<file path="config.mk">
export PLATFORM = sky130hd
export DESIGN_NAME = riscv_wb_stage_mc
export DESIGN_NICKNAME = d
export VERILOG_FILES = /design/src/rtl/riscv_wb_pkg.sv /design/src/rtl/riscv_wb_load_fmt.sv /design/src/rtl/riscv_wb_stage_mc.sv
export SDC_FILE = /design/constraint.sdc
export NUM_CORES = 1
export LEC_CHECK = 0
export ABC_AREA = 1
export CORE_AREA = 2 2 197 199
export CTS_BUF_LIST = sky130_fd_sc_hd__clkbuf_4 sky130_fd_sc_hd__clkbuf_8
export DETAILED_ROUTE_END_ITERATION = 10
export DIE_AREA = 0 0 199 201
export PLACE_DENSITY = 0.51
export SLEW_MARGIN = 20
export SYNTH_ARGS = -nofsm -noshare
export SYNTH_HDL_FRONTEND = slang
export SYNTH_HIERARCHICAL = 1
export SYNTH_SLANG_ARGS = --single-unit
</file>
<file path="constraint.sdc">
create_clock -name clk -period 4.3 [get_ports clk]
set_input_delay 0.645 -clock clk [delete_from_list [all_inputs] [get_ports clk]]
set_output_delay 0.645 -clock clk [all_outputs]
set_load 0.01 [all_outputs]
</file>
<file path="src/rtl/riscv_wb_pkg.sv">
// riscv_wb_pkg: load funct3 encodings and the write-back slot record shared by the WB stage.
package riscv_wb_pkg;
  localparam int XLEN_DEFAULT = 64;
  localparam int XLEN_MAX = 64;
  localparam int CH_ID_MAX_W = 3;
  localparam logic [2:0] F3_LB = 3'b000;
  localparam logic [2:0] F3_LH = 3'b001;
  localparam logic [2:0] F3_LW = 3'b010;
  localparam logic [2:0] F3_LD = 3'b011;
  localparam logic [2:0] F3_LBU = 3'b100;
  localparam logic [2:0] F3_LHU = 3'b101;
  localparam logic [2:0] F3_LWU = 3'b110;
  typedef struct packed {
    logic [XLEN_MAX-1:0] pc;
    logic [31:0] inst;
    logic [XLEN_MAX-1:0] data;
    logic [4:0] rd;
    logic wr_en;
    logic [CH_ID_MAX_W-1:0] ch_id;
  } wb_slot_t;
endpackage

</file>
<file path="src/rtl/riscv_wb_load_fmt.sv">
// riscv_wb_load_fmt: combinational load byte/half/word extraction and extension.
// RISCV_WB_LOAD_ALIGN_EN enables formatting; otherwise data passes straight through.
module riscv_wb_load_fmt
  import riscv_wb_pkg::*;
#(
  parameter int XLEN = XLEN_DEFAULT
) (
  input  logic [XLEN-1:0] data,
  input  logic [2:0]      funct3,
  input  logic [2:0]      addr_lo,
  input  logic            is_load,
  output logic [XLEN-1:0] fmt
);
`ifdef RISCV_WB_LOAD_ALIGN_EN
  logic [2:0] lo;
  logic [7:0] b;
  logic [15:0] h;
  logic [31:0] w;
  // RV32 has no doubleword lane, so addr_lo[2] never selects
  assign lo = (XLEN == 32) ? {1'b0, addr_lo[1:0]} : addr_lo;
  assign b = 8'(data >> {lo, 3'b000});
  assign h = 16'(data >> {lo[2:1], 4'b0000});
  assign w = 32'(data >> {lo[2], 5'b00000});
  always_comb
    fmt = !is_load                         ? data :
          funct3 == F3_LB                  ? XLEN'($signed(b)) :
          funct3 == F3_LBU                 ? XLEN'(b) :
          funct3 == F3_LH                  ? XLEN'($signed(h)) :
          funct3 == F3_LHU                 ? XLEN'(h) :
          funct3 == F3_LW                  ? XLEN'($signed(w)) :
          funct3 == F3_LWU && XLEN != 32   ? XLEN'(w) :
                                             data;
`else
  logic unused_fmt;
  assign unused_fmt = ^{funct3, addr_lo, is_load};
  assign fmt = data;
`endif
endmodule

</file>
<file path="src/rtl/riscv_wb_stage_mc.sv">
// riscv_wb_stage_mc: multi-channel round-robin write-back slot with load formatting.
// Load formatting is compiled in only with RISCV_WB_LOAD_ALIGN_EN defined.
module riscv_wb_stage_mc
  import riscv_wb_pkg::*;
#(
  parameter int XLEN = XLEN_DEFAULT,
  parameter int NUM_CH = 2,
  parameter int CH_W = (NUM_CH > 1) ? $clog2(NUM_CH) : 1
) (
  input  logic                          clk,
  input  logic                          rst_n,
  input  logic                          flush,
  input  logic [NUM_CH-1:0]             ch_valid,
  output logic [NUM_CH-1:0]             ch_ready,
  input  logic [NUM_CH-1:0][XLEN-1:0]   ch_pc,
  input  logic [NUM_CH-1:0][31:0]       ch_inst,
  input  logic [NUM_CH-1:0][XLEN-1:0]   ch_data,
  input  logic [NUM_CH-1:0][4:0]        ch_rd_addr,
  input  logic [NUM_CH-1:0]             ch_is_load,
  input  logic [NUM_CH-1:0][2:0]        ch_addr_lo,
  output logic                          wb_valid,
  input  logic                          wb_ready,
  output logic [XLEN-1:0]               wb_pc,
  output logic [31:0]                   wb_inst,
  output logic [XLEN-1:0]               wb_data,
  output logic [4:0]                    wb_rd_addr,
  output logic                          wb_wr_en,
  output logic [CH_W-1:0]               wb_ch_id
);
  logic [CH_W-1:0] rr_ptr, off, gnt_idx, nxt_ptr;
  logic [CH_W:0] sum;
  logic [NUM_CH-1:0] rot, grant;
  logic any, adv, acc;
  logic [XLEN-1:0] fmt_data;
  logic unused_slot;
  wb_slot_t slot;
  assign any = |ch_valid;
  assign adv = !wb_valid || wb_ready;
  assign acc = adv && !flush && rst_n;
  // rotate so rr_ptr sits at bit 0, pick lowest set bit, rotate the index back
  always_comb begin
    rot = NUM_CH'({ch_valid, ch_valid} >> rr_ptr);
    off = '0;
    for (int i = NUM_CH - 1; i >= 0; i--) off = rot[i] ? CH_W'(i) : off;
    sum = {1'b0, off} + {1'b0, rr_ptr};
    gnt_idx = (sum >= (CH_W+1)'(NUM_CH)) ? CH_W'(sum - (CH_W+1)'(NUM_CH)) : CH_W'(sum);
    nxt_ptr = (gnt_idx == CH_W'(NUM_CH - 1)) ? '0 : gnt_idx + CH_W'(1);
    grant = any ? NUM_CH'(1) << gnt_idx : '0;
    ch_ready = acc ? grant : '0;
  end
  riscv_wb_load_fmt #(.XLEN(XLEN)) u_fmt (
    .data    (ch_data[gnt_idx]),
    .funct3  (ch_inst[gnt_idx][14:12]),
    .addr_lo (ch_addr_lo[gnt_idx]),
    .is_load (ch_is_load[gnt_idx]),
    .fmt     (fmt_data)
  );
  always_ff @(posedge clk or negedge rst_n)
    if (!rst_n) begin
      wb_valid <= 1'b0;
      rr_ptr <= '0;
    end else begin
      wb_valid <= flush ? 1'b0 : adv ? any : wb_valid;
      if (acc && any) rr_ptr <= nxt_ptr;
    end
  // payload is unqualified by reset; wb_valid alone says whether it is meaningful
  always_ff @(posedge clk)
    if (acc)
      slot <= '{pc: XLEN_MAX'(ch_pc[gnt_idx]), inst: ch_inst[gnt_idx], data: XLEN_MAX'(fmt_data),
                rd: ch_rd_addr[gnt_idx], wr_en: ch_rd_addr[gnt_idx] != 5'd0,
                ch_id: CH_ID_MAX_W'(gnt_idx)};
  assign wb_pc = slot.pc[XLEN-1:0];
  assign wb_inst = slot.inst;
  assign wb_data = slot.data[XLEN-1:0];
  assign wb_rd_addr = slot.rd;
  assign wb_wr_en = slot.wr_en;
  assign wb_ch_id = slot.ch_id[CH_W-1:0];
  assign unused_slot = ^slot;
endmodule
</file>
## Word level (Yosys, flattened, before mapping)

Cells that the tools add are included.

- Register bits: 169
- Bits in latches: 0
- Memory bits (writable): 0
- Bits in read-only memories: 0
- Bits of input ports: 344
- Output and inout bits: 170
- Memories kept: 0

- Add/subtract/negate cells: 3
- Multipliers: 0
- Divide/modulo/power cells: 0
- $lt $le $gt $ge: 2
- Equal/unequal tests: 0
- Shifts and indexed selects: 2
- Mux-type cells: 16
- Bitwise gates (word level): 0
- Reduce and logical (&&, ||, !) cells: 9

Operators by type and width:

| kind | count |
|---|---|
| $mux W64 | 4 |
| $mux W32 | 2 |
| $mux W5 | 2 |
| $mux W1 | 6 |
| $reduce_bool A5 Y1 | 1 |
| $mux W2 | 2 |
| $shr A4 B1 Y2 | 1 |
| $logic_and A1 B1 Y1 | 3 |
| $add A1 B1 Y2 | 1 |
| $ge A2 B2 Y1 const B | 1 |
| $logic_not A1 Y1 | 2 |
| $lt A1 B2 Y1 const B | 1 |
| $reduce_bool A2 Y1 | 1 |
| $reduce_or A2 Y1 | 1 |
| $shl A1 B1 Y2 const A | 1 |
| $add A1 B1 Y1 const B | 1 |
| $logic_or A1 B1 Y1 | 1 |
| $sub A1 B1 Y1 const B | 1 |

## Depth between registers and ports, before layout

Gate-level depths: netlist of the first run.

- Depth in word-level cells: 9
- Gate-level depth with buffers: 9
- Mapped depth without buffers: 8

## Hierarchy

The synthesis of the first run kept the hierarchy.

Modules (own cells, without submodules):

| module | instances | cells an instance | area an instance (µm²) |
|---|---|---|---|
| riscv_wb_stage_mc | 1 | 740 | 7385.8 |
| riscv_wb_load_fmt | 1 | 64 | 480.5 |

## Least setup slack after synthesis of the first run

OpenSTA, ideal clock, no wires.

- Path kind: in2reg
- Start point: input rst_n
- End point: register slot (netlist bit wb_ch_id) (enable)
- Library setup time: 0.519 ns
- Arrival: 4.078 ns
- Slack: -0.297 ns
- Stages on the path: 4
- Cells stage by stage: inv_1 nor2_1 nand2_1 inv_1

- Word-level cells in the longest chain between the ends: 1

RTL lines:

| item | RTL line | source |
|---|---|---|
| from (decl) | riscv_wb_stage_mc.sv:11 | `input logic rst_n,` |
| $logic_and A1 B1 Y1 | riscv_wb_stage_mc.sv:39 | `assign acc = adv && !flush && rst_n;` |
| net acc | riscv_wb_stage_mc.sv:33 | `logic any, adv, acc;` |
| to (signal assigned) | riscv_wb_stage_mc.sv:69 | `slot <= '{pc: XLEN_MAX'(ch_pc[gnt_idx]), inst: ch_inst[gnt_idx], data: XLEN_MAX'(fmt_data),` |
| to (decl) | riscv_wb_stage_mc.sv:36 | `wb_slot_t slot;` |

The timed path passes the listed nets, and every way through them passes these cells.
A chain may end at the register's enable or synchronous reset.

## Worst setup path after layout of the first run

- Start point: input ch_valid[1]
- End point: output ch_ready[1]

- Word-level cells in the longest chain between the ends: 9

RTL lines:

| item | RTL line | source |
|---|---|---|
| from (decl) | riscv_wb_stage_mc.sv:13 | `input logic [NUM_CH-1:0] ch_valid,` |
| $shr A4 B1 Y2 | riscv_wb_stage_mc.sv:42 | `rot = NUM_CH'({ch_valid, ch_valid} >> rr_ptr);` |
| $mux W1 (2 in a row) | riscv_wb_stage_mc.sv:44 | `for (int i = NUM_CH - 1; i >= 0; i--) off = rot[i] ? CH_W'(i) : off;` |
| $add A1 B1 Y2 | riscv_wb_stage_mc.sv:45 | `sum = {1'b0, off} + {1'b0, rr_ptr};` |
| $ge A2 B2 Y1 / $sub A1 B1 Y1 (equally long branches) | riscv_wb_stage_mc.sv:46 | `gnt_idx = (sum >= (CH_W+1)'(NUM_CH)) ? CH_W'(sum - (CH_W+1)'(NUM_CH)) : CH_W'(sum);` |
| $mux W1 | riscv_wb_stage_mc.sv:46 |  |
| $shl A1 B1 Y2 | riscv_wb_stage_mc.sv:48 | `grant = any ? NUM_CH'(1) << gnt_idx : '0;` |
| $mux W2 * | riscv_wb_stage_mc.sv:48 |  |
| $mux W2 * | riscv_wb_stage_mc.sv:49 | `ch_ready = acc ? grant : '0;` |
| to (decl) | riscv_wb_stage_mc.sv:14 | `output logic [NUM_CH-1:0] ch_ready,` |

Every way passes the cells marked *; elsewhere a longest branch is shown, timed or not.

==> impl_metrics.tcl, run 1 <==
set metrics [dict create \
    status "complete, no violations" \
    wl_per_cell_um 15.4 \
    fin_skew_ns 0.0108 \
    critPathKind "primary input to output port" \
    nets 1568 \
    diodes 0 \
    cts_root_buf "clkbuf_8" \
    yosysWarnings 6 \
    grt_overflow 0 \
    clock_latency_ns 0.47 \
    drc 0 \
    wirelength_mm 27.1 \
    syn-instance-count 792 \
    top_layer_used "met4" \
    max_slew_margin_pct 39.8 \
    ir_worst_vdd_mv 0.173 \
    grt_max_degree 98 \
    rows 72 \
    cts_setup_buffers 0 \
    dr.pass1.iters 5 \
    area_growth_pct 68.7 \
    final_common_cell "clkdlybuf4s50_1" \
    hp-class "primary input to async pin" \
    stdcell_area_um2 13200 \
    clk_pin_slew_ns 0.09 \
    gp_congestion 0.794 \
    r2r_slack_ns 1.90 \
    setup_viol 0 \
    avgViaCountPerCell 3.76 \
    r2r_end "wb_wr_en" \
    cts_resized 0 \
    maxCapViolations 0 \
    syn_area_per_cell_um2 9.88 \
    drv_slew 0 \
    finalNonFillerCells 1752 \
    min_period_over_period_pct 70.7 \
    portBuffers 505 \
    cts_tree "done" \
    reg2regPathDepth 9 \
    crit_end "ch_ready[1]" \
    syn_area_um2 7820 \
    finalWorstSetupSlack_ns 1.26 \
    drtIter0Drc 200 \
    dieArea_um2 40000 \
    cts_buffers 17 \
    dpl-instance-area_um2 12900 \
    fmax_mhz 329 \
    setup.worst_path.end_class "output port" \
    place_worst_setup_slack_ns 1.10 \
    synth_fp_nets 1136 \
    core_um2 38100 \
    grt_pass1_wl_mm 38.3 \
    hpwl_mm 20.4 \
    antenna_left 0 \
    initial_core_util_pct 20.5 \
    p_leak_nw 5.32 \
    clockBufferDepth 2 \
    ff_latch_area_um2 5060 \
    cp_max_fo 47 \
    tightest_slew_ns 0.904 \
    fin_util_pct 34.6 \
    drive_gt1_share_pct 3.24 \
    wl_met3_mm 3.02 \
    startpoint "ch_valid[1]" \
    boundaryPins 514 \
    worstSetupStartpointType "primary input" \
    h-tree-depth 4 \
    hold_violations 0 \
    finalSetupTns_ns 0 \
    antenna_found_initial 0 \
    r2r_start "rr_ptr" \
    crit_required_ns 3.65 \
    rsz0062_at_grt "false" \
    die_h_um 201 \
    m1WireLength_mm 10.2 \
    layout_common_cells "clkdlybuf4s50_1 (505), nand2_1 (499), edfxtp_1 (167)" \
    wl_met2_mm 13.0 \
    dp.cells 1723 \
    powerDensity_nw_per_um2 309 \
    min_period_ns 3.04 \
    power.total_mw 4.08 \
    grt_pass1_vias 6494 \
    multi_input_area_um2 1950 \
    crit_arrival_ns 2.40 \
    timing.hold.ws_ns 0.340 \
    fillCellCount 4003 \
    cts.sinks 169 \
    vias 6582 \
    fp.dieW_um 199 \
    hold_buffers 0 \
    grt_usage_pct 13.1 \
]
## critical path, stage by stage
cell,delay (ns)
clkdlybuf4s50_1,0.49
inv_1,0.04
nand2_1,0.19
nand2_8,0.22
nor3_1,0.20
clkdlybuf4s50_1,0.59
## area by class of cell
class | instances | area share [%]
Multi-Input combinational cell | 512 | 14.8
Inverter | 11 | 0.379
Timing Repair Buffer | 513 | 39.0
Clock inverter | 10 | 0.626
Tap cell | 518 | 4.91
Sequential cell | 169 | 38.4
Clock buffer | 19 | 1.89
## how the worst min path moves through the flow
stage,slack [ns],from,to,cells past startpoint
finish,0.34,rst_n,wb_valid,1
detailed placement,0.55,rr_ptr,rr_ptr,2
CTS,0.26,rst_n,wb_valid,1
global placement,0.53,rr_ptr,rr_ptr,2
floorplan,0.35,rst_n,rr_ptr,0
global route,0.28,rst_n,wb_valid,1
## power breakdown
part / internal, mW / leakage, nW / switching (mW)
logic: 0.536 / 3.56 / 0.476
registers: 1.97 / 1.59 / 0.0265
clock network: 0.454 / 0.171 / 0.612
total: 2.96 / 5.32 / 1.11
## flip-flops by register name, summed over array words and instances (netlist names)
| signal | count |
|---|---|
| wb_data | 64 |
| wb_inst | 32 |
| wb_wr_en | 1 |
| wb_valid | 1 |
| wb_rd_addr | 5 |
| wb_ch_id | 1 |
| wb_pc | 64 |
| rr_ptr | 1 |
## layer usage
metal	global-route usage (%)	vias up
li1	-	3312
met3	5.76	30
met5	0	-
met4	5.92	0
met2	22.6	324
met1	13.6	2916
Note: power is estimated with default switching activity, not from simulation.
==> run 2, diff against run 1 <==
--- a/config.mk
+++ b/config.mk
@@ -10,7 +10,7 @@
 export CTS_BUF_LIST = sky130_fd_sc_hd__clkbuf_4 sky130_fd_sc_hd__clkbuf_8
 export DETAILED_ROUTE_END_ITERATION = 10
 export DIE_AREA = 0 0 199 201
-export PLACE_DENSITY = 0.51
+export PLACE_DENSITY = 0.49
 export SLEW_MARGIN = 20
 export SYNTH_ARGS = -nofsm -noshare
 export SYNTH_HDL_FRONTEND = slang
==> constraint.sdc (replaced) <==
create_clock -name clk -period 3 [get_ports clk]
set_input_delay 0.45 -clock clk [delete_from_list [all_inputs] [get_ports clk]]
set_output_delay 0.45 -clock clk [all_outputs]
set_load 0.01 [all_outputs]
==> run 2 against run 1 <==
Core utilization grew 0.30 points; via count decreased by 0.36%; register-to-register slack lost 0.79 ns; critical path depth unchanged; count of clock-buffer cells in the layout grew 5; critical endpoint unchanged.
==> impl_metrics.tcl, run 2 (synthesis results as in run 1) <==
set metrics [dict create \
    crit_arrival_ns 2.07 \
    clock_latency_ns 0.50 \
    r2r_slack_ns 1.11 \
    boundaryPins 514 \
    dieArea_um2 40000 \
    r2r_end "wb_inst[24]" \
    min_period_ns 2.52 \
    pwr-share-comb_pct 24.8 \
    hpwl_mm 20.5 \
    cts_tree "done" \
    hold_violations 0 \
    diodes 0 \
    swShare_pct 26.8 \
    r2r_start "rr_ptr" \
    worstSetupStartpointType "primary input" \
    grt_usage_pct 13.3 \
    grt_overflow 0 \
    drtIter0Drc 282 \
    p_int_mw 4.32 \
    antenna_found_initial 0 \
    antenna_left 0 \
    powerDensity_nw_per_um2 444 \
    area_growth_pct 70.2 \
    fin_skew_ns 0.00856 \
    min_period_over_period_pct 83.9 \
    hp-class "primary input to async pin" \
    grt_pass1_wl_mm 38.6 \
    grt_max_degree 90 \
    switching_power_mw 1.59 \
    drive_gt1_share_pct 3.88 \
    avgViaCountPerCell 3.73 \
    timing.hold.ws_ns 0.172 \
    maxCapViolations 0 \
    cts.sinks 169 \
    cts_resized 0 \
    drc 0 \
    dp.cells 1724 \
    clk_pin_slew_ns 0.09 \
    p_leak_nw 5.36 \
    dpl-instance-area_um2 13000 \
    hold_buffers 0 \
    critPathKind "primary input to output port" \
    final_common_cell "clkdlybuf4s50_1" \
    wirelength_mm 27.1 \
    portBuffers 505 \
    nets 1569 \
    layout_common_cells "clkdlybuf4s50_1 (505), nand2_1 (497), edfxtp_1 (167)" \
    dr.pass1.iters 5 \
    power_frac_seq_pct 48.5 \
    tightest_slew_ns 0.492 \
    crit_required_ns 2.55 \
    rsz0062_at_grt "false" \
    setup.worst_path.end_class "output port" \
    fillCellCount 3936 \
    cts_buffers 17 \
    rows 72 \
    max_slew_margin_pct 67.2 \
    fp.dieW_um 199 \
    cts_root_buf "clkbuf_8" \
    grt_pass1_vias 6621 \
    gp_congestion 0.778 \
    cp_max_fo 5 \
    reg2regPathDepth 8 \
    status "complete, no violations" \
    clockBufferDepth 2 \
    clkPwrFrac_pct 26.7 \
    setup_viol 0 \
    vias 6558 \
    fmax_mhz 397 \
    initial_core_util_pct 20.5 \
    ir_worst_vdd_mv 0.269 \
    wl_per_cell_um 15.4 \
    finalNonFillerCells 1756 \
    h-tree-depth 4 \
    drv_slew 0 \
    cts_setup_buffers 0 \
    die_h_um 201 \
    core_um2 38100 \
    stdcell_area_um2 13300 \
]
-- run 2: final cells by class --
cell class / instances / area [um2] / share of cell area [%]
clock buffers: 24 / 287 / 2.15
clock inverters: 8 / 73.8 / 0.555
inverters: 11 / 67.6 / 0.508
multi-input cells: 512 / 1970 / 14.8
flip-flops and latches: 169 / 5060 / 38.0
well taps: 518 / 648 / 4.87
repair buffers: 514 / 5200 / 39.0
-- run 2: worst max path at each step --
stage | startpoint | endpoint | slack, ns | cells past startpoint
after floorplan | wb_ready | wb_ch_id | -0.46 | 4
after global placement | ch_valid[1] | wb_inst[24] | 0.47 | 9
after detailed placement | rst_n | ch_ready[1] | 0.47 | 6
after CTS | rst_n | ch_ready[1] | 0.46 | 6
after global routing | rst_n | ch_ready[1] | 0.37 | 6
final | rst_n | ch_ready[1] | 0.48 | 6
-- run 2: routing by layer --
metal / up-vias / track usage (%) / wire length, um
li1: 3316 / - / -
met1: 2903 / 13.6 / 10200
met2: 310 / 23.6 / 13600
met3: 29 / 5.26 / 2600
met4: 0 / 6.34 / 736
met5: - / 0 / 0
-- run 2: worst max-delay path, stage by stage --
cell             delay [ns]
clkdlybuf4s50_1        0.60
inv_6                  0.04
nor2_4                 0.12
nand2_4                0.08
nor3_1                 0.17
clkdlybuf4s50_1        0.61
-- run 2: per-stage QoR --
stage | power [mW] | TNS (ns) | util (%) | setup slack, ns
6_report | 5.91 | 0 | 34.9 | 0.483
5_1_grt | 6.25 | 0 | 34.9 | 0.370
4_1_cts | 6.05 | 0 | 34.9 | 0.456
3_5_place_dp | 4.42 | 0 | 34.0 | 0.471
3_3_place_gp | 4.41 | 0 | 34.0 | 0.469
2_1_floorplan | 3.74 | -77.24 | - | -0.463
-- run 2: power groups by stage --
stage	Sequential, mW	Clock [mW]	Combinational, mW
after floorplan	3.01	0	0.729
after global placement	2.92	0	1.49
after detailed placement	2.92	0	1.50
after CTS	2.87	1.68	1.50
after global routing	2.88	1.76	1.61
final	2.87	1.58	1.47
